### src/rtl/bus_frame_receiver.sv
// Receive node for the shared 1-bit serial bus.
// Tracks every 78-bit frame (start|src|dst|data|crc|stop, MSB-first), checks the
// destination address and CRC-4, and delivers good frames addressed to this node
// (or broadcast) through a one-entry valid/ready output buffer.
module bus_frame_receiver #(
    parameter int                 DATA_W    = 64,
    parameter int                 ADDR_W    = 4,
    parameter int                 CRC_W     = 4,
    parameter logic [ADDR_W-1:0]  NODE_ADDR = 4'd1,
    parameter logic [CRC_W-1:0]   CRC_POLY  = 4'b0011
) (
    input  logic              clock,
    input  logic              reset,
    input  logic              bus_in,
    input  logic              rx_ready,
    output logic              rx_valid,
    output logic [DATA_W-1:0] rx_data,
    output logic [ADDR_W-1:0] rx_src,
    output logic              crc_err,
    output logic              frame_err,
    output logic              overrun,
    output logic              busy
);

    typedef enum logic [2:0] {
        IDLE = 3'd0,
        SRC  = 3'd1,
        DST  = 3'd2,
        DATA = 3'd3,
        CRC  = 3'd4,
        STOP = 3'd5
    } state_t;

    // Last bit index of each field for the 7-bit field counter
    localparam logic [6:0] SRC_LAST  = 7'(ADDR_W - 1);
    localparam logic [6:0] DST_LAST  = 7'(ADDR_W - 1);
    localparam logic [6:0] DATA_LAST = 7'(DATA_W - 1);
    localparam logic [6:0] CRC_LAST  = 7'(CRC_W - 1);
    localparam logic [ADDR_W-1:0] BCAST_ADDR = '1;

    state_t             state_reg, state_next;
    logic [6:0]         cnt_reg, cnt_next;
    logic [ADDR_W-1:0]  src_reg;
    logic [ADDR_W-1:0]  dst_reg;
    logic [DATA_W-1:0]  data_reg;
    logic [CRC_W-1:0]   rx_crc_reg;
    logic [CRC_W-1:0]   crc_reg;
    logic [CRC_W-1:0]   crc_step;
    logic               crc_fb;

    logic               rx_valid_reg;
    logic [DATA_W-1:0]  rx_data_reg;
    logic [ADDR_W-1:0]  rx_src_reg;
    logic               crc_err_reg;
    logic               frame_err_reg;
    logic               overrun_reg;

    logic               stop_cycle;
    logic               addr_match;
    logic               crc_ok;
    logic               frame_good;
    logic               pop;

    // FSM state and field-bit counter registers
    always_ff @(posedge clock) begin
        if (reset) begin
            state_reg <= IDLE;
            cnt_reg   <= '0;
        end else begin
            state_reg <= state_next;
            cnt_reg   <= cnt_next;
        end
    end

    // Next state: each field advances when its last bit has been sampled
    always_comb begin
        state_next = state_reg;
        cnt_next   = cnt_reg;
        case (state_reg)
            IDLE: begin
                cnt_next = '0;
                if (bus_in) begin
                    state_next = SRC;
                end
            end
            SRC: begin
                if (cnt_reg == SRC_LAST) begin
                    state_next = DST;
                    cnt_next   = '0;
                end else begin
                    cnt_next = cnt_reg + 7'd1;
                end
            end
            DST: begin
                if (cnt_reg == DST_LAST) begin
                    state_next = DATA;
                    cnt_next   = '0;
                end else begin
                    cnt_next = cnt_reg + 7'd1;
                end
            end
            DATA: begin
                if (cnt_reg == DATA_LAST) begin
                    state_next = CRC;
                    cnt_next   = '0;
                end else begin
                    cnt_next = cnt_reg + 7'd1;
                end
            end
            CRC: begin
                if (cnt_reg == CRC_LAST) begin
                    state_next = STOP;
                    cnt_next   = '0;
                end else begin
                    cnt_next = cnt_reg + 7'd1;
                end
            end
            STOP: begin
                // The stop-cycle bit is never reused as a start bit
                state_next = IDLE;
                cnt_next   = '0;
            end
            default: begin
                state_next = IDLE;
                cnt_next   = '0;
            end
        endcase
    end

    // One serial CRC step over the bit currently on the bus
    always_comb begin
        crc_fb   = crc_reg[CRC_W-1] ^ bus_in;
        crc_step = {crc_reg[CRC_W-2:0], 1'b0} ^ (crc_fb ? CRC_POLY : '0);
    end

    // Field shift registers and running CRC (CRC covers src, dst and data only)
    always_ff @(posedge clock) begin
        if (reset) begin
            src_reg    <= '0;
            dst_reg    <= '0;
            data_reg   <= '0;
            rx_crc_reg <= '0;
            crc_reg    <= '0;
        end else begin
            case (state_reg)
                IDLE: begin
                    crc_reg <= '0;
                end
                SRC: begin
                    src_reg <= {src_reg[ADDR_W-2:0], bus_in};
                    crc_reg <= crc_step;
                end
                DST: begin
                    dst_reg <= {dst_reg[ADDR_W-2:0], bus_in};
                    crc_reg <= crc_step;
                end
                DATA: begin
                    data_reg <= {data_reg[DATA_W-2:0], bus_in};
                    crc_reg  <= crc_step;
                end
                CRC: begin
                    rx_crc_reg <= {rx_crc_reg[CRC_W-2:0], bus_in};
                end
                default: begin
                end
            endcase
        end
    end

    // Frame completion decode; all fields are complete once the FSM is in STOP
    assign stop_cycle = (state_reg == STOP);
    assign addr_match = (dst_reg == NODE_ADDR) || (dst_reg == BCAST_ADDR);
    assign crc_ok     = (crc_reg == rx_crc_reg);
    assign frame_good = stop_cycle && !bus_in && addr_match && crc_ok;
    assign pop        = rx_valid_reg && rx_ready;

    // Output buffer and one-cycle status pulses; frames for other nodes stay silent
    always_ff @(posedge clock) begin
        if (reset) begin
            rx_valid_reg  <= 1'b0;
            rx_data_reg   <= '0;
            rx_src_reg    <= '0;
            crc_err_reg   <= 1'b0;
            frame_err_reg <= 1'b0;
            overrun_reg   <= 1'b0;
        end else begin
            crc_err_reg   <= stop_cycle && !bus_in && addr_match && !crc_ok;
            frame_err_reg <= stop_cycle && bus_in && addr_match;
            overrun_reg   <= frame_good && rx_valid_reg && !pop;
            if (frame_good && (!rx_valid_reg || pop)) begin
                rx_valid_reg <= 1'b1;
                rx_data_reg  <= data_reg;
                rx_src_reg   <= src_reg;
            end else if (pop) begin
                rx_valid_reg <= 1'b0;
            end
        end
    end

    assign rx_valid  = rx_valid_reg;
    assign rx_data   = rx_data_reg;
    assign rx_src    = rx_src_reg;
    assign crc_err   = crc_err_reg;
    assign frame_err = frame_err_reg;
    assign overrun   = overrun_reg;
    assign busy      = (state_reg != IDLE);

endmodule
### config.mk
export PLATFORM = sky130hd
export DESIGN_NAME = bus_frame_receiver
export DESIGN_NICKNAME = d
export VERILOG_FILES = /design/src/rtl/bus_frame_receiver.sv
export SDC_FILE = /design/constraint.sdc
export NUM_CORES = 1
export LEC_CHECK = 0
export CORE_AREA = 2 2 139 141
export DETAILED_ROUTE_END_ITERATION = 12
export DIE_AREA = 0 0 141 143
export HOLD_SLACK_MARGIN = 0.1
export PLACE_DENSITY = 0.51
export SYNTH_ARGS = -nofsm -noshare
export SYNTH_HDL_FRONTEND = slang
export SYNTH_SLANG_ARGS = --single-unit
### constraint.sdc
create_clock -name clock -period 2.2 [get_ports clock]
set_clock_uncertainty 0.2 [all_clocks]
set_input_delay 0.44 -clock clock [delete_from_list [all_inputs] [get_ports clock]]
set_output_delay 0.44 -clock clock [all_outputs]
set_load 0.03 [all_outputs]
# After elaboration in Yosys (flattened, before gate mapping)

Index checks and enable logic that the tools add are counted.

Register bits after elaboration: 162
Input bits: 4
Output and inout port bits: 73
Word-level logic and storage cells: 67

$add $sub $neg: 1
Equality and inequality tests: 15
Muxes and demuxes: 13
Bitwise gates (word level): 2
Reductions and logical operators: 23

Operator list:

| operator                                       | number |
|---|---|
| two-way mux 3 bit                              | 5 |
| case mux 3 bit (5 select lines)                | 1 |
| two-way mux 7 bit                              | 2 |
| case mux 7 bit (2 select lines)                | 1 |
| logical AND 1 bit                              | 10 |
| != test 2 bit (second input constant)          | 5 |
| case mux 4 bit (2 select lines)                | 1 |
| adder 7 x 1 -> 7 bit (second input constant)   | 1 |
| == test 7 x 2 -> 1 bit (second input constant) | 1 |
| == test 7 x 6 -> 1 bit (second input constant) | 1 |
| == test 3 x 2 -> 1 bit (second input constant) | 2 |
| == test 3 bit (second input constant)          | 2 |
| OR reduction 3 bit                             | 2 |
| AND reduction 5 bit                            | 1 |
| == test 4 x 1 -> 1 bit (second input constant) | 1 |
| == test 4 bit                                  | 1 |
| == test 4 bit (second input constant)          | 1 |
| zero test 1 bit                                | 4 |
| nonzero test 2 bit                             | 2 |
| XOR 4 x 2 -> 4 bit                             | 1 |
| == test 3 x 1 -> 1 bit (second input constant) | 1 |
| zero test 3 bit                                | 1 |
| nonzero test 3 bit                             | 1 |
| logical OR 1 bit                               | 2 |
| other kinds (3)                                | 4 |

# Depth between registers and ports, before layout

Gate-level depths: netlist of the first run.

Depth in word-level cells: 6
Mapped depth: 7
Mapped depth without buffers: 5

# Least setup slack after synthesis of the first run

Ideal clock, no wire load.

Path kind: reg2reg
From: register rx_valid_reg, in the netlist rx_valid
To: register rx_data_reg[53], in the netlist rx_data[53]
Setup time: 0.070 ns
Arrival time: 1.514 ns
Required time: 1.930 ns
Slack: 0.415 ns
Stages on the path, launching flop included: 8
Path buffers: 3
Period minus slack after synthesis: 1.785 ns
Cell sequence: dfxtp_1 nand2b_1 nand2b_1 buf_2 buf_2 clkbuf_1 o31ai_1 a21oi_1

Longest elaborated chain between the ends: 3
Elaborated cells between the ends (all ways): 4
Those cells by class: reduce/logical: 4

RTL lines:

| what                                                 | RTL line | source |
|---|---|---|
| from (decl)                                          | 51       | `logic rx_valid_reg;` |
| from (signal assigned)                               | 180      | `rx_valid_reg <= 1'b0;` |
| from (signal assigned)                               | 191      | `rx_valid_reg <= 1'b1;` |
| from (signal assigned)                               | 195      | `rx_valid_reg <= 1'b0;` |
| zero test 1 bit or logical AND 1 bit (tied branches) | 190, 175 |  |
| logical OR 1 bit (*)                                 | 190      | `if (frame_good && (!rx_valid_reg \|\| pop)) begin` |
| logical AND 1 bit (*)                                | 190      |  |
| to (signal assigned)                                 | 192      | `rx_data_reg <= data_reg;` |
| to (decl)                                            | 52       | `logic [DATA_W-1:0] rx_data_reg;` |

Every way passes the cells marked *; elsewhere a longest branch is shown, timed or not.
A chain may end at the register's enable or synchronous reset.

# Final worst setup path of the first run

From: register rx_src_reg[0], in the netlist rx_src[0]
To: output rx_src[0]

RTL lines:

| what                   | RTL line | source |
|---|---|---|
| from (decl)            | 53       | `logic [ADDR_W-1:0] rx_src_reg;` |
| from (signal assigned) | 193      | `rx_src_reg <= src_reg;` |
| to (decl)              | 18       | `output logic [ADDR_W-1:0] rx_src,` |

No word-level cell between the ends.

==> impl_metrics.py, run 1 <==
metrics = {
    "timing": {
        "rsz0062_at_grt": "false",
        "fin_crit_ns": 2.14,
        "setup_slack_ns": 0.0603,
        "setup_tns_ns": 0,
        "worst_pin_slew_ns": 0.658,
        "max_slew_margin": 0.557,
        "finalCritPeriodShare": 0.973,
        "max_freq_mhz": 467,
        "setup_violations": 0,
        "final-hold-violation-count": 0,
        "drv_slew": 0,
        "hold-worst-slack_ns": 0.245,
    },
    "hold_path": {
        "min_path_type": "flop to flop",
        "hold_start": "cnt_reg[0]",
    },
    "worst_setup_path": {
        "worstSetupPathType": "flop to output port",
        "crit_path_end_kind": "output port",
        "critPathTopFamily": "buffers and inverters",
        "cpPeakStageDelay_ns": 0.70,
        "required_ns": 1.56,
        "crit_start": "rx_src[0]",
        "cp-start-kind": "flop",
        "critPathMaxFanout": 2,
        "cp.arrival_ns": 1.50,
        "critical_path.slowest_cell": "clkdlybuf4s50_1",
        "critical_path_buf_inv_count": 1,
        "r2r_setup_slack_ns": 0.22,
        "r2r_start": "crc_reg[0]",
        "path_cells": "clkdlybuf4s50_1",
    },
    "die": {
        "rows": 50,
        "dieArea_um2": 20200,
        "start_util": 0.347,
        "dieWidth_um": 141,
        "die_h_um": 143,
        "core_um2": 18600,
        "io_pins": 77,
    },
    "power": {
        "switching_share": 0.227,
        "ir_drop_v": 0.000614,
        "p_comb_frac": 0.042,
        "switchingPower_mw": 1.46,
        "p_int_mw": 4.96,
        "p_leak_nw": 2.52,
        "seq_power_share": 0.459,
        "clkPwrFrac": 0.500,
        "p_per_area_nw_per_um2": 792,
    },
    "synthesis": {
        "yosys.cell_count.top_type": "dfxtp_1",
        "synth_top_cell_by_area": "dfxtp_1",
        "synth-edff-count": 0,
        "syn_area_um2": 6450,
        "synth_warnings": 0,
        "ys_top_cells_by_count": "162 x dfxtp_1, 142 x nand2_1, 140 x a21oi_1, 69 x nand4_1, 69 x o31ai_1",
        "synth_seq_area_share": 0.502,
        "syn_avg_cell_area_um2": 8.57,
        "synth_seq_cells": 162,
        "synthCells": 753,
        "syn-num-nets": 758,
        "synthTopCellsByArea": "dfxtp_1 50%, a21oi_1 11%, nand2_1 8.3%",
        "synth.distinct_cells": 45,
        "synth_top_area_share": 0.502,
        "async_reset_ff_frac": 0,
        "dominantRegCellSynth": "dfxtp_1",
    },
    "layout": {
        "drive_gt1_frac": 0.0909,
        "fill_cells": 1802,
        "antennaDiodeCount": 0,
        "fin_cells": 1037,
        "fin_nets": 795,
        "area_growth_pct": 25.5,
    },
    "cts": {
        "insertion_delay_ns": 0.42,
        "cts_made_buffers": 17,
        "clockRootBuffer": "clkbuf_16",
        "cts_tree": "yes",
        "clock_path_buffers": 2,
        "htree_levels": 4,
        "numClockSinks": 162,
        "clk_pin_slew_ns": 0.06,
        "cts_hold_buffers": 0,
    },
    "route": {
        "first_pass_iters": 5,
        "via_per_inst": 5.42,
        "routed_wirelength_um": 16000,
        "wire_per_inst_um": 15.4,
        "route.detailed.drc": 0,
        "vias": 5618,
        "ant_nets": 0,
        "drt_iter0_markers": 391,
    },
    "placement": {
        "port_buffers": 76,
        "placed_cells": 1005,
        "place_hpwl_um": 9600,
        "dp_slack_ns": 0.0358,
        "place.gp.congestion": 0.783,
    },
    "job": {
        "drv_cap": 0,
    },
    "global_route": {
        "overflow": 0,
        "first_global_vias": 5252,
        "antenna_found_initial": 0,
        "grt_first_pass_wirelength_um": 26600,
        "grt_max_degree": 70,
        "grt_usage": 0.162,
    },
    "run_status": {
        "status": "complete, no violations",
    },
}
cells in the final DEF, fill, tap and decap left out, types with 4 or more instances in the layout:
cell type        synthesis  routed
and2_1                   4       4
buf_12                   0      11
nor3_1                   5       5
buf_4                   10      15
clkbuf_16                0      17
nand4_1                 69      69
nand2_1                142     142
nor2_1                  17      17
dfxtp_1                162     162
o31ai_1                 69      69
clkdlybuf4s50_1          0      74
bufinv_16                0       4
xnor2_1                 10      10
mux2i_1                  8       8
a21oi_1                140     140
logic make-up after synthesis:
| family | after synthesis | share of synthesized area |
|---|---|---|
| AO/OA/AOI/OAI | 227 | 0.212 |
| AND/OR/NAND/NOR | 261 | 0.197 |
| buffers and inverters | 84 | 0.0607 |
| multiplexers | 8 | 0.0124 |
| XOR/XNOR | 10 | 0.0136 |
| flip-flops | 162 | 0.502 |
| adder cells (fa/ha/maj) | 1 | 0.00194 |
per-layer routing:
metal / vias to the layer above / routed length, µm / track usage
met4: 0 / 256 / 0.0632
met5: - / 0 / 0
met1: 2701 / 7450 / 0.205
li1: 2783 / - / -
met2: 114 / 7810 / 0.275
met3: 20 / 477 / 0.0288
area by class of cell:
class / count / area, µm² / share of cell area
Tap cell: 234 / 293 / 0.0361
Multi-Input combinational cell: 507 / 2850 / 0.351
Inverter: 2 / 7.51 / 0.000926
Clock buffer: 18 / 439 / 0.0542
Clock inverter: 14 / 203 / 0.0250
Timing Repair Buffer: 100 / 1070 / 0.132
Sequential cell: 162 / 3240 / 0.400
path summary, 6_finish.rpt:
kind	to	depth (start not counted)
worst min-delay path	cnt_reg[0]	1
worst min register to register	cnt_reg[0]	1
worst max register to register	rx_data[22]	5
worst max-delay path	rx_src[0]	1
timing repair:
action | in CTS | in global routing
resized for setup | 0 | 1
buffers inserted | 0 | 0
endpoints found under the setup margin | 0 | 1
through the flow:
stage                     area [µm²]  power (mW)  utilization
final                           8100        6.42        0.436
after global routing            8100        6.63        0.436
after CTS                       8100        6.48        0.436
after detailed placement        7460        3.27        0.401
after global placement          7460        3.27        0.401
after floorplan                 6450        3.19            -
power groups by stage:
stage	Sequential [mW]	Clock, mW	Combinational [mW]
2_1_floorplan	3.01	0	0.176
3_3_place_gp	3.01	0	0.263
3_5_place_dp	3.01	0	0.264
4_1_cts	2.94	3.28	0.264
5_1_grt	2.94	3.40	0.285
6_report	2.94	3.21	0.267
Power figures use the tool's default switching activity.
==> run 2: changes to the inputs <==
--- a/config.mk
+++ b/config.mk
@@ -5,11 +5,12 @@
 export SDC_FILE = /design/constraint.sdc
 export NUM_CORES = 1
 export LEC_CHECK = 0
-export CORE_AREA = 2 2 139 141
+export CORE_AREA = 2 2 113 115
 export DETAILED_ROUTE_END_ITERATION = 12
-export DIE_AREA = 0 0 141 143
+export DIE_AREA = 0 0 115 117
 export HOLD_SLACK_MARGIN = 0.1
-export PLACE_DENSITY = 0.51
+export PLACE_DENSITY = 0.73
+export SLEW_MARGIN = 20
 export SYNTH_ARGS = -nofsm -noshare
 export SYNTH_HDL_FRONTEND = slang
 export SYNTH_SLANG_ARGS = --single-unit
==> run 2 against run 1 <==
Design area fell by 1.5%. Routed wire length fell by 5.8%. Utilization rose by 21 points. Die area fell by 33%. Sequential share of layout area rose by 0.60 points. Power fell by 1.6%. Clock power fell by 3%. Setup slack got worse by 0.0093 ns. Critical path depth did not move. First-iteration DRC count rose by 17%. Critical path type unchanged.
==> impl_metrics.py, run 2 (synthesis gave the netlist of run 1 again) <==
metrics = {
    "run_status": {
        "status": "complete, no violations",
    },
    "timing": {
        "max_slew_margin": 0.653,
        "setup_slack_ns": 0.0510,
        "hold-worst-slack_ns": 0.249,
        "finalCritPeriodShare": 0.977,
        "rsz0062_at_grt": "false",
        "drv_slew": 0,
        "final-hold-violation-count": 0,
        "setup_tns_ns": 0,
        "worst_pin_slew_ns": 0.521,
        "max_freq_mhz": 465,
        "fin_crit_ns": 2.15,
        "setup_violations": 0,
    },
    "cts": {
        "clk_pin_slew_ns": 0.06,
        "cts_made_buffers": 17,
        "cts_resized": 0,
        "htree_levels": 4,
        "insertion_delay_ns": 0.42,
        "cts_setup_buffers": 0,
        "clock_path_buffers": 2,
        "numClockSinks": 162,
        "cts_hold_buffers": 0,
        "cts_tree": "yes",
        "clockRootBuffer": "clkbuf_16",
    },
    "hold_path": {
        "hold_start": "cnt_reg[0]",
        "whs_endpoint": "cnt_reg[0]",
        "min_path_type": "flop to flop",
        "worstHoldPathCells": 1,
    },
    "global_route": {
        "grt_usage": 0.230,
        "first_global_vias": 5415,
        "grt_max_degree": 70,
        "grt_first_pass_wirelength_um": 24900,
        "antenna_found_initial": 0,
        "overflow": 0,
    },
    "layout": {
        "most-common-layout-cells": "162 x dfxtp_1, 142 x nand2_1, 140 x a21oi_1, 74 x clkdlybuf4s50_1",
        "final_common_cell": "dfxtp_1",
        "fin_nets": 795,
        "multi_input_area_um2": 2850,
        "fin_cells": 952,
        "drive_gt1_frac": 0.0873,
        "area_growth_pct": 23.7,
        "regArea_um2": 3240,
        "antennaDiodeCount": 0,
        "fill_cells": 996,
    },
    "worst_setup_path": {
        "worstSetupPathType": "flop to output port",
        "cp_num_cells": 1,
        "cpPeakStageDelay_ns": 0.70,
        "crit_path_end_kind": "output port",
        "rr_worst_depth": 5,
        "cp.arrival_ns": 1.51,
        "r2r-end": "rx_data[35]",
        "cp-start-kind": "flop",
        "critical_path_buf_inv_count": 1,
        "r2r_start": "crc_reg[1]",
        "required_ns": 1.56,
        "critPathTopFamily": "buffers and inverters",
        "critical_path.slowest_cell": "clkdlybuf4s50_1",
        "path_cells": "clkdlybuf4s50_1",
        "critPathMaxFanout": 2,
        "r2r_setup_slack_ns": 0.22,
    },
    "placement": {
        "port_buffers": 76,
        "place_hpwl_um": 9000,
        "placed_cells": 921,
        "place.gp.congestion": 0.787,
        "dp_slack_ns": 0.0579,
    },
    "route": {
        "first_pass_iters": 5,
        "ant_nets": 0,
        "drt_iter0_markers": 456,
        "via_per_inst": 5.92,
        "route.detailed.drc": 0,
        "wire_per_inst_um": 15.8,
        "routed_wirelength_um": 15100,
        "vias": 5637,
    },
    "die": {
        "die_h_um": 117,
        "rows": 41,
        "dieWidth_um": 115,
        "start_util": 0.524,
        "dieArea_um2": 13500,
        "core_um2": 12300,
        "io_pins": 77,
    },
    "power": {
        "power.total_mw": 6.31,
        "ir_drop_v": 0.000673,
        "p_per_area_nw_per_um2": 791,
        "p_leak_nw": 2.50,
    },
    "job": {
        "drv_cap": 0,
    },
}
run 2: cell count changes in the layout (fill, tap and decap cells not counted):
cell	before	now
clkbuf_1	0	2
clkinv_4	2	1
inv_6	2	0
inv_8	2	0
clkbuf_8	1	3
run 2: how the worst max path moves through the flow:
stage | from | endpoint | slack, ns
after floorplan | rx_valid | rx_data[53] | 0.42
after global placement | rx_ready | rx_data[20] | 0.13
after detailed placement | rx_ready | rx_data[35] | 0.06
after CTS | state_reg[1] | busy | 0.006
after global routing | state_reg[1] | busy | 0.002
final | rx_data[3] | rx_data[3] | 0.05
run 2: metal layers:
metal,vias to the layer above,GRT usage,share of wire
met1,2647,0.286,0.44
met2,175,0.380,0.48
met5,-,0,0
met4,0,0.120,0.032
li1,2774,-,-
met3,41,0.0499,0.047
run 2: power by group:
group / internal, mW / switching, mW / leakage (nW)
registers: 2.94 / 0.00653 / 1.30
logic: 0.0712 / 0.193 / 0.897
clock network: 1.98 / 1.12 / 0.302
run 2: through the flow:
stage / utilization / cell area [µm²]
floorplan: - / 6450
global placement: 0.597 / 7350
detailed placement: 0.597 / 7350
CTS: 0.648 / 7980
global route: 0.649 / 7990
finish: 0.649 / 7990
run 2: area by class of cell:
class	instances	area share
Timing Repair Buffer	100	0.134
Multi-Input combinational cell	507	0.356
Inverter	2	0.000940
Sequential cell	162	0.406
Clock inverter	9	0.0193
Tap cell	150	0.0235
Clock buffer	22	0.0594
==> run 3: changes to the inputs <==
--- a/config.mk
+++ b/config.mk
@@ -5,11 +5,12 @@
 export SDC_FILE = /design/constraint.sdc
 export NUM_CORES = 1
 export LEC_CHECK = 0
-export CORE_AREA = 2 2 113 115
+export CORE_AREA = 2 2 131 133
 export DETAILED_ROUTE_END_ITERATION = 12
-export DIE_AREA = 0 0 115 117
+export DIE_AREA = 0 0 133 135
 export HOLD_SLACK_MARGIN = 0.1
-export PLACE_DENSITY = 0.73
+export PLACE_DENSITY = 0.56
+export RECOVER_POWER = 25
 export SLEW_MARGIN = 20
 export SYNTH_ARGS = -nofsm -noshare
 export SYNTH_HDL_FRONTEND = slang
==> run 3 against run 2 <==
Worst hold slack got worse by 0.0025 ns. Critical endpoint is now rx_src[0]. Combinational power rose by 2%. Highest routed layer unchanged. Largest cell class unchanged. Count of clock-buffer cells in the layout rose by 2.
==> impl_metrics.py, run 3 (synthesis gave the netlist of run 1 again) <==
metrics = {
    "run_status": {
        "status": "complete, no violations",
    },
    "layout": {
        "most-common-layout-cells": "161 x dfxtp_1, 142 x nand2_1, 140 x a21oi_1, 73 x clkdlybuf4s50_1",
        "antennaDiodeCount": 0,
        "fin_nets": 800,
        "drive_gt1_frac": 0.0804,
        "area_growth_pct": 24.0,
        "fin_cells": 1028,
        "final_common_cell": "dfxtp_1",
    },
    "cts": {
        "insertion_delay_ns": 0.42,
        "numClockSinks": 162,
        "clock_path_buffers": 2,
        "clockRootBuffer": "clkbuf_16",
        "cts_made_buffers": 17,
        "htree_levels": 4,
        "cts_hold_buffers": 0,
        "clk_pin_slew_ns": 0.06,
        "cts_tree": "yes",
    },
    "route": {
        "routed_wirelength_um": 15800,
        "wire_per_inst_um": 15.4,
        "first_pass_iters": 4,
        "vias": 5617,
        "via_per_inst": 5.46,
        "ant_nets": 0,
        "route.detailed.drc": 0,
        "drt_iter0_markers": 437,
    },
    "timing": {
        "rsz0062_at_grt": "false",
        "setup_violations": 0,
        "final-hold-violation-count": 0,
        "setup_slack_ns": 0.0724,
        "finalCritPeriodShare": 0.967,
        "max_freq_mhz": 470,
        "worst_pin_slew_ns": 0.675,
        "drv_slew": 0,
        "fin_crit_ns": 2.13,
        "max_slew_margin": 0.550,
        "setup_tns_ns": 0,
    },
    "power": {
        "clkPwrFrac": 0.479,
        "ir_drop_v": 0.000579,
        "seq_power_share": 0.477,
        "switchingPower_mw": 1.36,
        "p_int_mw": 4.81,
        "power.total_mw": 6.17,
        "p_per_area_nw_per_um2": 770,
        "p_comb_frac": 0.044,
        "switching_share": 0.221,
        "p_leak_nw": 2.49,
    },
    "worst_setup_path": {
        "worstSetupPathType": "flop to output port",
        "critical_path_buf_inv_count": 1,
        "r2r_setup_slack_ns": 0.17,
        "critPathMaxFanout": 2,
        "r2r-end": "cnt_reg[0]",
        "rr_worst_depth": 5,
        "r2r_start": "state_reg[2]",
        "critPathTopFamily": "buffers and inverters",
        "cp-start-kind": "flop",
        "path_cells": "clkdlybuf4s50_1",
        "critical_path.slowest_cell": "clkdlybuf4s50_1",
        "cpPeakStageDelay_ns": 0.69,
        "crit_path_end_kind": "output port",
        "cp.arrival_ns": 1.49,
        "required_ns": 1.56,
    },
    "global_route": {
        "overflow": 0,
        "grt_max_degree": 48,
        "antenna_found_initial": 0,
        "grt_usage": 0.179,
        "grt_first_pass_wirelength_um": 26400,
        "first_global_vias": 5299,
    },
    "placement": {
        "dp_slack_ns": 0.0674,
        "place.gp.congestion": 0.762,
        "placed_cells": 996,
        "port_buffers": 76,
        "place_hpwl_um": 9550,
    },
    "die": {
        "dieArea_um2": 18000,
        "dieWidth_um": 133,
        "rows": 47,
        "die_h_um": 135,
        "io_pins": 77,
        "core_um2": 16400,
        "start_util": 0.393,
    },
    "hold_path": {
        "worstHoldPathCells": 1,
        "min_path_type": "flop to flop",
        "whs_endpoint": "cnt_reg[0]",
        "hold_start": "cnt_reg[0]",
    },
    "job": {
        "drv_cap": 0,
    },
}
-- run 3: per-stage QoR --
step | hold WS, ns | area [µm²] | utilization
finish | 0.246 | 8010 | 0.488
global placement | 0.231 | 7480 | 0.456
global route | 0.255 | 8010 | 0.488
floorplan | 0.221 | 6450 | -
detailed placement | 0.237 | 7480 | 0.456
CTS | 0.238 | 8070 | 0.492
-- run 3: final cells by class --
cell class / count / area, µm²
Fill cell: 1534 / 8400
Sequential cell: 162 / 3240
Multi-Input combinational cell: 507 / 2800
Clock buffer: 24 / 492
Inverter: 2 / 7.51
Timing Repair Buffer: 105 / 1090
Tap cell: 220 / 275
Clock inverter: 8 / 100
-- run 3: timing repair --
action	in CTS	in global routing
resized for setup	1	0
setup buffers	0	0
endpoints found under the setup margin	1	0
-- run 3: worst max-delay path by stage --
stage | start | to | cells past startpoint
after floorplan | rx_valid | rx_data[53] | 7
after global placement | rx_ready | rx_data[35] | 6
after detailed placement | rx_ready | rx_data[39] | 6
after CTS | state_reg[1] | busy | 3
after global routing | state_reg[2] | cnt_reg[1] | 5
final | rx_src[0] | rx_src[0] | 1
-- run 3: power groups by stage --
| stage | Sequential (mW) | Clock (mW) | Combinational, mW |
|---|---|---|---|
| global route | 2.94 | 3.14 | 0.292 |
| finish | 2.94 | 2.95 | 0.270 |
| floorplan | 3.01 | 0 | 0.176 |
| detailed placement | 3.01 | 0 | 0.275 |
| global placement | 3.01 | 0 | 0.268 |
| CTS | 2.94 | 3.01 | 0.277 |
-- run 3: per-layer routing --
layer | global-route usage | part of all wire | routed length (µm) | vias up
met4 | 0.0633 | 0.015 | 238 | 0
met5 | 0 | 0 | 0 | -
met3 | 0.0319 | 0.032 | 507 | 18
li1 | - | - | - | 2793
met2 | 0.305 | 0.48 | 7580 | 108
met1 | 0.230 | 0.47 | 7510 | 2698
